==> src/rtl/snoop_pkg.sv <==
`default_nettype none
// snoop_pkg: bus message codes, MESI state codes and controller states. Rev 1.0
package snoop_pkg;

  localparam logic [1:0] MSG_NONE       = 2'b00;
  localparam logic [1:0] MSG_READ_MISS  = 2'b01;
  localparam logic [1:0] MSG_WRITE_MISS = 2'b10;
  localparam logic [1:0] MSG_INVALIDATE = 2'b11;

  localparam logic [1:0] MESI_EXCLUSIVE = 2'b10;
  localparam logic [1:0] MESI_SHARED    = 2'b01;
  localparam logic [1:0] MESI_INVALID   = 2'b00;

  typedef enum logic [2:0] {
    ST_IDLE   = 3'd0,
    ST_BCAST  = 3'd1,
    ST_SAMPLE = 3'd2,
    ST_MEM    = 3'd3,
    ST_WB     = 3'd4,
    ST_DONE   = 3'd5
  } bus_state_e;

endpackage
`default_nettype wire

==> src/rtl/snoop_bus_controller_rr_arbiter.sv <==
`default_nettype none
// rr_arbiter: combinational round-robin pick of the first requester at or after pointer. Rev 1.0
module rr_arbiter #(
  parameter  int N_CACHES = 4,
  localparam int IW       = $clog2(N_CACHES)
) (
  input  logic [N_CACHES-1:0] req,
  input  logic [IW-1:0]       pointer,
  output logic [N_CACHES-1:0] grant,
  output logic [IW-1:0]       index,
  output logic                valid
);

  logic [IW-1:0] cand;

  // Scan from the far end so the candidate closest to pointer is written last and wins.
  always_comb begin
    grant = '0;
    index = '0;
    valid = 1'b0;
    cand  = '0;
    for (int k = N_CACHES - 1; k >= 0; k--) begin
      cand = IW'((int'(pointer) + k) % N_CACHES);
      if (req[cand]) begin
        grant       = '0;
        grant[cand] = 1'b1;
        index       = cand;
        valid       = 1'b1;
      end
    end
  end

endmodule
`default_nettype wire

==> src/rtl/snoop_bus_controller.sv <==
`default_nettype none
// snoop_bus_controller: owns the shared MESI snoop bus, arbitrates, broadcasts and sequences
// memory or cache-to-cache completion for the granted cache. Rev 1.0
module snoop_bus_controller
  import snoop_pkg::*;
#(
  parameter  int N_CACHES     = 4,
  parameter  int SNOOP_CYCLES = 1,
  localparam int IW           = $clog2(N_CACHES)
) (
  input  logic                  clock,
  input  logic                  reset_n,
  input  logic [N_CACHES-1:0]   req,
  input  logic [2*N_CACHES-1:0] req_msg,
  output logic [N_CACHES-1:0]   grant,
  output logic [1:0]            bus,
  output logic [IW-1:0]         bus_src,
  input  logic [N_CACHES-1:0]   snoop_wb,
  input  logic [N_CACHES-1:0]   snoop_abort,
  output logic                  mem_req,
  output logic                  mem_we,
  input  logic                  mem_ack,
  input  logic                  wb_done,
  output logic [N_CACHES-1:0]   done,
  output logic                  err_illegal
);

  bus_state_e            state, state_nx;
  logic [1:0]            msg;
  logic [2:0]            cnt;
  logic [IW-1:0]         ptr;
  logic [N_CACHES-1:0]   arb_grant;
  logic [IW-1:0]         arb_index;
  logic                  arb_valid;
  logic [1:0]            arb_msg;
  logic                  start;
  logic                  supply;
  logic                  bcast_last;

  function automatic logic [IW-1:0] wrap_inc(input logic [IW-1:0] i);
    return (i == IW'(N_CACHES - 1)) ? '0 : i + 1'b1;
  endfunction

  rr_arbiter #(.N_CACHES(N_CACHES)) u_arb (
    .req     (req),
    .pointer (ptr),
    .grant   (arb_grant),
    .index   (arb_index),
    .valid   (arb_valid)
  );

  assign arb_msg    = req_msg[{arb_index, 1'b0} +: 2];
  // Holding off while done pulses guarantees an idle cycle between transactions.
  assign start      = (state == ST_IDLE) && arb_valid && (done == '0);
  // A supplier flags either wb or abort; the owner's own response is ignored.
  assign supply     = |((snoop_abort | snoop_wb) & ~grant);
  assign bcast_last = (cnt == 3'(SNOOP_CYCLES - 1));

  always_ff @(posedge clock or negedge reset_n) begin
    if (!reset_n) state <= ST_IDLE;
    else          state <= state_nx;
  end

  always_comb begin
    state_nx = state;
    case (state)
      ST_IDLE:   if (start && (arb_msg != MSG_NONE)) state_nx = ST_BCAST;
      ST_BCAST:  if (bcast_last) state_nx = ST_SAMPLE;
      ST_SAMPLE: begin
        if (msg == MSG_INVALIDATE) state_nx = ST_DONE;
        else if (supply)           state_nx = ST_WB;
        else                       state_nx = ST_MEM;
      end
      ST_MEM:    if (mem_ack) state_nx = ST_DONE;
      ST_WB:     if (wb_done) state_nx = ST_DONE;
      ST_DONE:   state_nx = ST_IDLE;
      default:   state_nx = ST_IDLE;
    endcase
  end

  always_comb begin
    bus     = MSG_NONE;
    mem_req = 1'b0;
    mem_we  = 1'b0;
    case (state)
      ST_BCAST, ST_SAMPLE, ST_WB: bus = msg;
      ST_MEM: begin
        mem_req = 1'b1;
        mem_we  = (msg == MSG_WRITE_MISS);
      end
      default: ;
    endcase
  end

  always_ff @(posedge clock or negedge reset_n) begin
    if (!reset_n) begin
      grant       <= '0;
      bus_src     <= '0;
      msg         <= MSG_NONE;
      cnt         <= '0;
      ptr         <= '0;
      done        <= '0;
      err_illegal <= 1'b0;
    end else begin
      done        <= '0;
      err_illegal <= 1'b0;
      if ((state_nx == ST_DONE) && (state != ST_DONE)) done <= grant;
      case (state)
        ST_IDLE: begin
          if (start) begin
            bus_src <= arb_index;
            if (arb_msg == MSG_NONE) begin
              err_illegal <= 1'b1;
              done        <= arb_grant;
              ptr         <= wrap_inc(arb_index);
            end else begin
              grant <= arb_grant;
              msg   <= arb_msg;
              cnt   <= '0;
            end
          end
        end
        ST_BCAST: cnt <= cnt + 3'd1;
        ST_DONE: begin
          grant <= '0;
          ptr   <= wrap_inc(bus_src);
        end
        default: ;
      endcase
    end
  end

endmodule
`default_nettype wire

==> config.mk <==
export PLATFORM = sky130hd
export DESIGN_NAME = snoop_bus_controller
export DESIGN_NICKNAME = d
export VERILOG_FILES = /design/src/rtl/snoop_pkg.sv /design/src/rtl/snoop_bus_controller_rr_arbiter.sv /design/src/rtl/snoop_bus_controller.sv
export SDC_FILE = /design/constraint.sdc
export NUM_CORES = 1
export LEC_CHECK = 0
export CORE_MARGIN = 2
export CORE_UTILIZATION = 45
export DETAILED_ROUTE_END_ITERATION = 7
export GPL_TIMING_DRIVEN = 0
export PLACE_DENSITY = 0.76
export SYNTH_ARGS = -nofsm -noshare
export SYNTH_HDL_FRONTEND = slang
export SYNTH_HIERARCHICAL = 1
export SYNTH_SLANG_ARGS = --single-unit
==> constraint.sdc <==
create_clock -name clock -period 3.25 [get_ports clock]
set_input_delay 0.975 -clock clock [delete_from_list [all_inputs] [get_ports clock]]
set_output_delay 0.975 -clock clock [all_outputs]
set_load 0.03 [all_outputs]
After elaboration in Yosys (flattened, before gate mapping)
Index checks and enable logic that the tools add are counted.
{"block": "op_classes", "n_reduce_logical": 22, "n_addsub": 6, "bitwise_logic": 4, "n_lt_le_gt_ge": 8, "mux": 56, "eq_ne": 14, "shifts": 1}
{"operator": "two-way mux 4 bit", "count": 10}
{"operator": "two-way mux 3 bit", "count": 8}
{"operator": "two-way mux 2 bit", "count": 9}
{"operator": "two-way mux 1 bit", "count": 17}
{"operator": "case mux 3 bit (5 select lines)", "count": 1}
{"operator": "< comparator 2 x 3 -> 1 bit (second input constant)", "count": 4}
{"operator": "AND reduction 3 bit", "count": 4}
{"operator": "equality test 3 bit (second input constant)", "count": 3}
{"operator": "binary-select mux 1 bit (select 2 bit)", "count": 4}
{"operator": "demux 1 bit (select 2 bit)", "count": 4}
{"operator": "equality test 2 bit (second input constant)", "count": 4}
{"operator": ">= comparator 2 x 1 -> 1 bit (second input constant)", "count": 4}
{"operator": "logical AND 1 bit", "count": 8}
{"operator": "case mux 4 bit (2 select lines)", "count": 1}
{"operator": "variable part select 8 x 4 -> 2 bit", "count": 1}
{"operator": "adder 2 x 1 -> 2 bit (second input constant)", "count": 3}
{"operator": "equality test 3 x 2 -> 1 bit (second input constant)", "count": 2}
{"operator": "logical NOT 3 bit", "count": 2}
{"operator": "case mux 3 bit (2 select lines)", "count": 1}
{"operator": "nonzero test 2 bit", "count": 3}
{"operator": "adder 2 bit (second input constant)", "count": 2}
{"operator": "AND 4 bit", "count": 1}
{"operator": "logical NOT 4 bit", "count": 1}
{"operator": "!= test 2 bit (second input constant)", "count": 2}
{"operator": "other kinds (12)", "count": 12}
{"block": "word_totals", "ff_bits": 21, "elab_cells": 119, "out_inout_bits": 15, "in_bits": 24}

Depth between registers and ports, before layout
{"block": "depth", "word_depth": 18, "depth_mapped": 13, "depth_no_buf": 10}

Hierarchy
The synthesis kept the hierarchy.
{"module": "snoop_bus_controller", "cells_per_inst": 111, "area_each_um2": 1126.1, "n_inst": 1, "seq_area_each_um2": 525.5}
{"module": "rr_arbiter", "cells_per_inst": 61, "area_each_um2": 509.2, "n_inst": 1, "seq_area_each_um2": 0.0}

Worst setup path before layout
Ideal clock, no wire load.
{"block": "synth_timing", "kind": "input -> register", "from": "input port req[1]", "to": "register done[1]", "t_arrival_ns": 3.414, "stages": 8, "setup_slack_ns": -0.285, "required_ns": 3.129, "setup_time_ns": 0.121, "path_cell_list": "buf_6 > mux4_2 > o211a_1 > nor3_1 > mux4_2 > o21ai_1 > a311oi_2 > a22o_1"}
{"block": "synth_between", "elab_chain_len": 17, "word_cells_on_any_way": 34, "cone_classes": "1 x eq/ne; 1 x shift; 26 x mux; 6 x reduce/logical"}
{"element": "start, declared", "line_no": "snoop_bus_controller.sv:13", "text": "input logic [N_CACHES-1:0] req,"}
{"element": "binary-select mux 1 bit (select 2 bit)", "line_no": "snoop_bus_controller_rr_arbiter.sv:24", "text": "if (req[cand]) begin"}
{"element": "two-way mux 1 bit (not written as such)", "line_no": "snoop_bus_controller_rr_arbiter.sv:24"}
{"element": "two-way mux 2 bit (3 in series)", "line_no": "snoop_bus_controller_rr_arbiter.sv:24"}
{"element": "two-way mux 2 bit *", "line_no": "snoop_bus_controller_rr_arbiter.sv:24"}
{"element": "named net arb_index[0]", "line_no": "snoop_bus_controller.sv:33", "text": "logic [IW-1:0] arb_index;"}
{"element": "variable part select 8 x 4 -> 2 bit *", "line_no": "snoop_bus_controller.sv:52", "text": "assign arb_msg = req_msg[{arb_index, 1'b0} +: 2];"}
{"element": "nonzero test 2 bit", "line_no": "snoop_bus_controller.sv:67", "text": "ST_IDLE: if (start && (arb_msg != MSG_NONE)) state_nx = ST_BCAST;"}
{"element": "logical AND 1 bit", "line_no": "snoop_bus_controller.sv:67"}
{"element": "two-way mux 3 bit", "line_no": "snoop_bus_controller.sv:67"}
{"element": "case mux 3 bit (5 select lines)", "line_no": "snoop_bus_controller.sv:66", "text": "case (state)"}
{"element": "equality test 3 bit", "line_no": "snoop_bus_controller.sv:107", "text": "if ((state_nx == ST_DONE) && (state != ST_DONE)) done <= grant;"}
{"element": "logical AND 1 bit", "line_no": "snoop_bus_controller.sv:107"}
{"element": "two-way mux 4 bit", "line_no": "snoop_bus_controller.sv:107"}
{"element": "two-way mux 4 bit", "line_no": "snoop_bus_controller.sv:112", "text": "if (arb_msg == MSG_NONE) begin"}
{"element": "two-way mux 4 bit", "line_no": "snoop_bus_controller.sv:110", "text": "if (start) begin"}
{"element": "two-way mux 4 bit *", "line_no": "snoop_bus_controller.sv:108", "text": "case (state)"}
{"element": "end signal, assigned", "line_no": "snoop_bus_controller.sv:107"}
{"element": "end signal, assigned", "line_no": "snoop_bus_controller.sv:114", "text": "done <= arb_grant;"}
{"element": "end, declared", "line_no": "snoop_bus_controller.sv:24", "text": "output logic [N_CACHES-1:0] done,"}
The timed path passes the listed nets; every way through them passes the cells marked *. The select of a mux whose other input is x is not followed.
A chain may end at the register's enable or synchronous reset.

Final worst setup path
{"block": "layout_timing", "from": "input port req[2]", "to": "register ptr[0]"}
{"block": "layout_between", "elab_chain_len": 11, "word_cells_on_any_way": 29, "cone_classes": "1 x add/sub; 3 x eq/ne; 1 x shift; 20 x mux; 4 x reduce/logical"}
{"element": "binary-select mux 1 bit (select 2 bit)", "line_no": "snoop_bus_controller_rr_arbiter.sv:24"}
{"element": "two-way mux 1 bit (not written as such)", "line_no": "snoop_bus_controller_rr_arbiter.sv:24"}
{"element": "two-way mux 2 bit (3 in series)", "line_no": "snoop_bus_controller_rr_arbiter.sv:24"}
{"element": "two-way mux 2 bit *", "line_no": "snoop_bus_controller_rr_arbiter.sv:24"}
{"element": "named net arb_index[0]", "line_no": "snoop_bus_controller.sv:33"}
{"element": "adder 2 x 1 -> 2 bit / equality test 2 bit (equally long branches)", "line_no": "snoop_bus_controller.sv:41", "text": "return (i == IW'(N_CACHES - 1)) ? '0 : i + 1'b1;"}
{"element": "two-way mux 2 bit", "line_no": "snoop_bus_controller.sv:41"}
{"element": "two-way mux 2 bit", "line_no": "snoop_bus_controller.sv:112"}
{"element": "two-way mux 2 bit", "line_no": "snoop_bus_controller.sv:110"}
{"element": "case mux 2 bit (2 select lines)", "line_no": "snoop_bus_controller.sv:108"}
{"element": "end signal, assigned", "line_no": "snoop_bus_controller.sv:115", "text": "ptr <= wrap_inc(arb_index);"}
{"element": "end signal, assigned", "line_no": "snoop_bus_controller.sv:126", "text": "ptr <= wrap_inc(bus_src);"}
{"element": "end, declared", "line_no": "snoop_bus_controller.sv:31", "text": "logic [IW-1:0] ptr;"}
Marked as above.

==> impl_metrics.json <==
{
  "status": "completed",
  "postSynth.asyncResetShare": 1.00,
  "ctsHoldBuffers": 0,
  "finalCriticalPeriod_ns": 3.16,
  "rr_worst_depth": 12,
  "setup_total_negative_slack_ns": 0,
  "final.setup.worst_slack_ns": 0.0905,
  "grt_antenna_before_repair": 0,
  "critical_path.endpoint_type": "flip-flop",
  "drt_drc_violations_left": 0,
  "critical_path.slowest_cell": "sky130_fd_sc_hd__mux4_2",
  "synthDistinctLibCells": 46,
  "skew_ns": 0.00645,
  "synth_ff_type": "sky130_fd_sc_hd__dfrtp_1",
  "post_synth_instance_area_um2": 1640,
  "row_count": 21,
  "slew_margin_rel": 0.358,
  "detail_route.iter0.violations": 119,
  "flow.area_growth_from_synthesis_pct": 34.3,
  "yosys.area.top_type_share": 0.321,
  "clk_latency_ns": 0.30,
  "setup.worst_path.start_class": "input pin",
  "cp_slowest_stage_delay_ns": 0.62,
  "place_ws_ns": -0.860,
  "post_drt_wl_per_cell_um": 15.5,
  "clock-sinks": 21,
  "vdd_drop_max_mv": 0.480,
  "path_clk_slew_ns": 0.13,
  "clock_tree.root_cell": "sky130_fd_sc_hd__clkbuf_4",
  "final_antenna_net_count": 0,
  "die_height_um": 64.3,
  "fp.dieW_um": 64.3,
  "place_hpwl_mm": 3.10,
  "final_net_count": 258,
  "vias_in_the_first_global_route": 1487,
  "design_power_total_mw": 2.27,
  "cp.buffers_inverters": 1,
  "synth_seq_cells": 21,
  "via_per_inst": 5.68,
  "hold_ws_ns": 0.545,
  "groute.usage.overall": 0.204,
  "totalWireLength_mm": 4.13,
  "cts_buffers": 3,
  "grt_pass1_wl_mm": 6.65,
  "clock.fmax_ghz": 0.317,
  "crit_path_end": "ptr[0]",
  "nets_in_the_synthesized_netlist": 208,
  "fin_crit_sh": 0.972,
  "ioPinCount": 39,
  "critPathLaunch": "req[2]",
  "insertedDiodeCount": 0,
  "placeableCoreArea_um2": 3420,
  "timing.max_cap.violations": 0,
  "final_setup_viols": 0,
  "pin_count_of_the_biggest_net_entering_global_routing": 22,
  "place_congestion": 0.835,
  "num_vias": 1516,
  "post_synthesis_cell_type_with_the_largest_combined_area": "sky130_fd_sc_hd__dfrtp_1",
  "cellPowerDensity_nw_per_um2": 1030,
  "kind_of_cell_adding_the_most_delay_to_the_critical_path": "multiplexers",
  "min-delay-start": "cnt[0]",
  "critical_path.most_common_cell": "sky130_fd_sc_hd__mux4_2",
  "drt-pass1-iter-count": 4,
  "layout.cells.non_filler": 267,
  "grt-ovfl-total": 0,
  "portBuffers": 36,
  "die-area_um2": 4130,
  "htree_num_levels": 1,
  "clockBufferDepth": 2,
  "reg2reg_setup_slack_ns": 0.15,
  "synth_enable_flop_cells": 0,
  "placed_cells": 254,
  "critical_path.cell_chain": "clkdlybuf4s15_2, mux4_2, o211a_1, nor3_4, mux4_2, nor3b_4, mux2i_1, a21oi_1",
  "synth.avg_cell_area_um2": 9.51,
  "ys.warnings.count": 6,
  "worstPathMaxFanout": 8,
  "p_leak_nw": 0.953,
  "tritoncts_clock_tree": "yes",
  "holdCritPathClass": "reg2reg",
  "synth_seq_area_share": 0.321,
  "worst-path-stages": 8,
  "synthTopCellsByArea": "sky130_fd_sc_hd__dfrtp_1 32%, sky130_fd_sc_hd__ha_1 9.2%, sky130_fd_sc_hd__mux4_2 5.5%, sky130_fd_sc_hd__nor2_1 4.1%, sky130_fd_sc_hd__o21ai_0 2.8%",
  "timing.setup.critical_path_class": "in2reg",
  "final_max_slew_viol_count": 0,
  "synthesis.instances": 172,
  "hold_viol_final": 0,
  "worst_r2r_src": "ptr[0]",
  "worst-endpoint-arrival_ns": 3.35,
  "initial_core_util": 0.479,
  "final_layout_size_suffix_gt1_frac": 0.190,
  "tightest_slew_ns": 0.959,
  "crit-reg2reg-capture": "ptr[0]",
  "worst-endpoint-required_ns": 3.44
}
-- cells in the final DEF (no fill, tap or decap), drive strengths merged, types with 2 or more instances in the layout --
master         instances
clkdlybuf4s50         34
dfrtp                 21
nor2                  18
buf                   16
nand2                 12
ha                    12
o21ai                 10
inv                    8
nand3                  8
nor2b                  8
a21oi                  7
a22oi                  6
a31oi                  5
mux4                   4
a22o                   4
nand4                  4
clkbuf                 4
mux2                   4
mux2i                  4
o21bai                 3
nor3b                  3
and2                   2
nand2b                 2
and3                   2
xnor2                  2
-- flip-flops by register name, summed over array words and instances (netlist names) --
| signal | flops |
|---|---|
| bus_src | 2 |
| cnt | 3 |
| state | 3 |
| msg | 2 |
| ptr | 2 |
| grant | 4 |
| err_illegal | 1 |
| done | 4 |
-- cell usage after synthesis (4+ instances only) --
cell,count
sky130_fd_sc_hd__nand3_1,8
sky130_fd_sc_hd__a22o_1,4
sky130_fd_sc_hd__dfrtp_1,21
sky130_fd_sc_hd__inv_1,9
sky130_fd_sc_hd__a21oi_1,7
sky130_fd_sc_hd__nor2_1,18
sky130_fd_sc_hd__o21ai_0,9
sky130_fd_sc_hd__nand4_1,4
sky130_fd_sc_hd__nor2b_1,7
sky130_fd_sc_hd__nand2_1,12
sky130_fd_sc_hd__a31oi_1,5
sky130_fd_sc_hd__ha_1,12
sky130_fd_sc_hd__a22oi_1,6
sky130_fd_sc_hd__mux4_2,4
-- worst min path at each step --
| stage | slack [ns] | to | depth (start not counted) |
|---|---|---|---|
| finish | 0.54 | cnt[0] | 1 |
| global route | 0.58 | cnt[0] | 1 |
| CTS | 0.55 | cnt[0] | 1 |
| detailed placement | 0.53 | cnt[0] | 1 |
| global placement | 0.51 | cnt[0] | 1 |
| floorplan | 0.49 | cnt[0] | 1 |
-- cell type report --
type / count / area (um2)
plain buffers: 7 / 65.1
clock buffers: 3 / 22.5
clock inverters: 1 / 5.00
fillers: 305 / 1220
inverters: 9 / 37.5
multi-input cells: 135 / 1060
flip-flops and latches: 21 / 528
well taps: 46 / 57.6
repair buffers: 45 / 424
-- per-stage QoR --
step                      utilization  instance area (um2)
after floorplan                     -                 1650
after global placement          0.605                 2070
after detailed placement        0.605                 2070
after CTS                       0.633                 2160
after global routing            0.643                 2200
final                           0.643                 2200
-- per-layer routing --
metal  wire [um]  up-vias  GRT usage
li1            -      730          -
met2        2260       28      0.392
met4          44        0     0.0559
met3         109        4     0.0246
met1        1720      754      0.236
met5           0        -          0
-- where the power goes --
| group | internal (mW) | total [mW] | switching, mW |
|---|---|---|---|
| logic | 0.755 | 1.65 | 0.900 |
| clock network | 0.0458 | 0.129 | 0.0834 |
| registers | 0.380 | 0.486 | 0.106 |
-- cells by family (layout without fill, tap and decap cells) --
group,Yosys count,after routing,synth area share
muxes,12,12,0.119
and+or+nand+nor,67,67,0.227
DFF,21,21,0.321
adders and majority gates,12,12,0.0918
xor gates and xnor gates,2,2,0.0107
AOI/OAI and AO/OA,42,42,0.177
buffers and inverters,16,65,0.0528
-- timing repair --
action	in CTS	in global routing
setup endpoints to repair	15	14
buffers inserted	6	3
pin swaps	2	4
resized for setup	12	9
(Power assumes the default switching activity.)
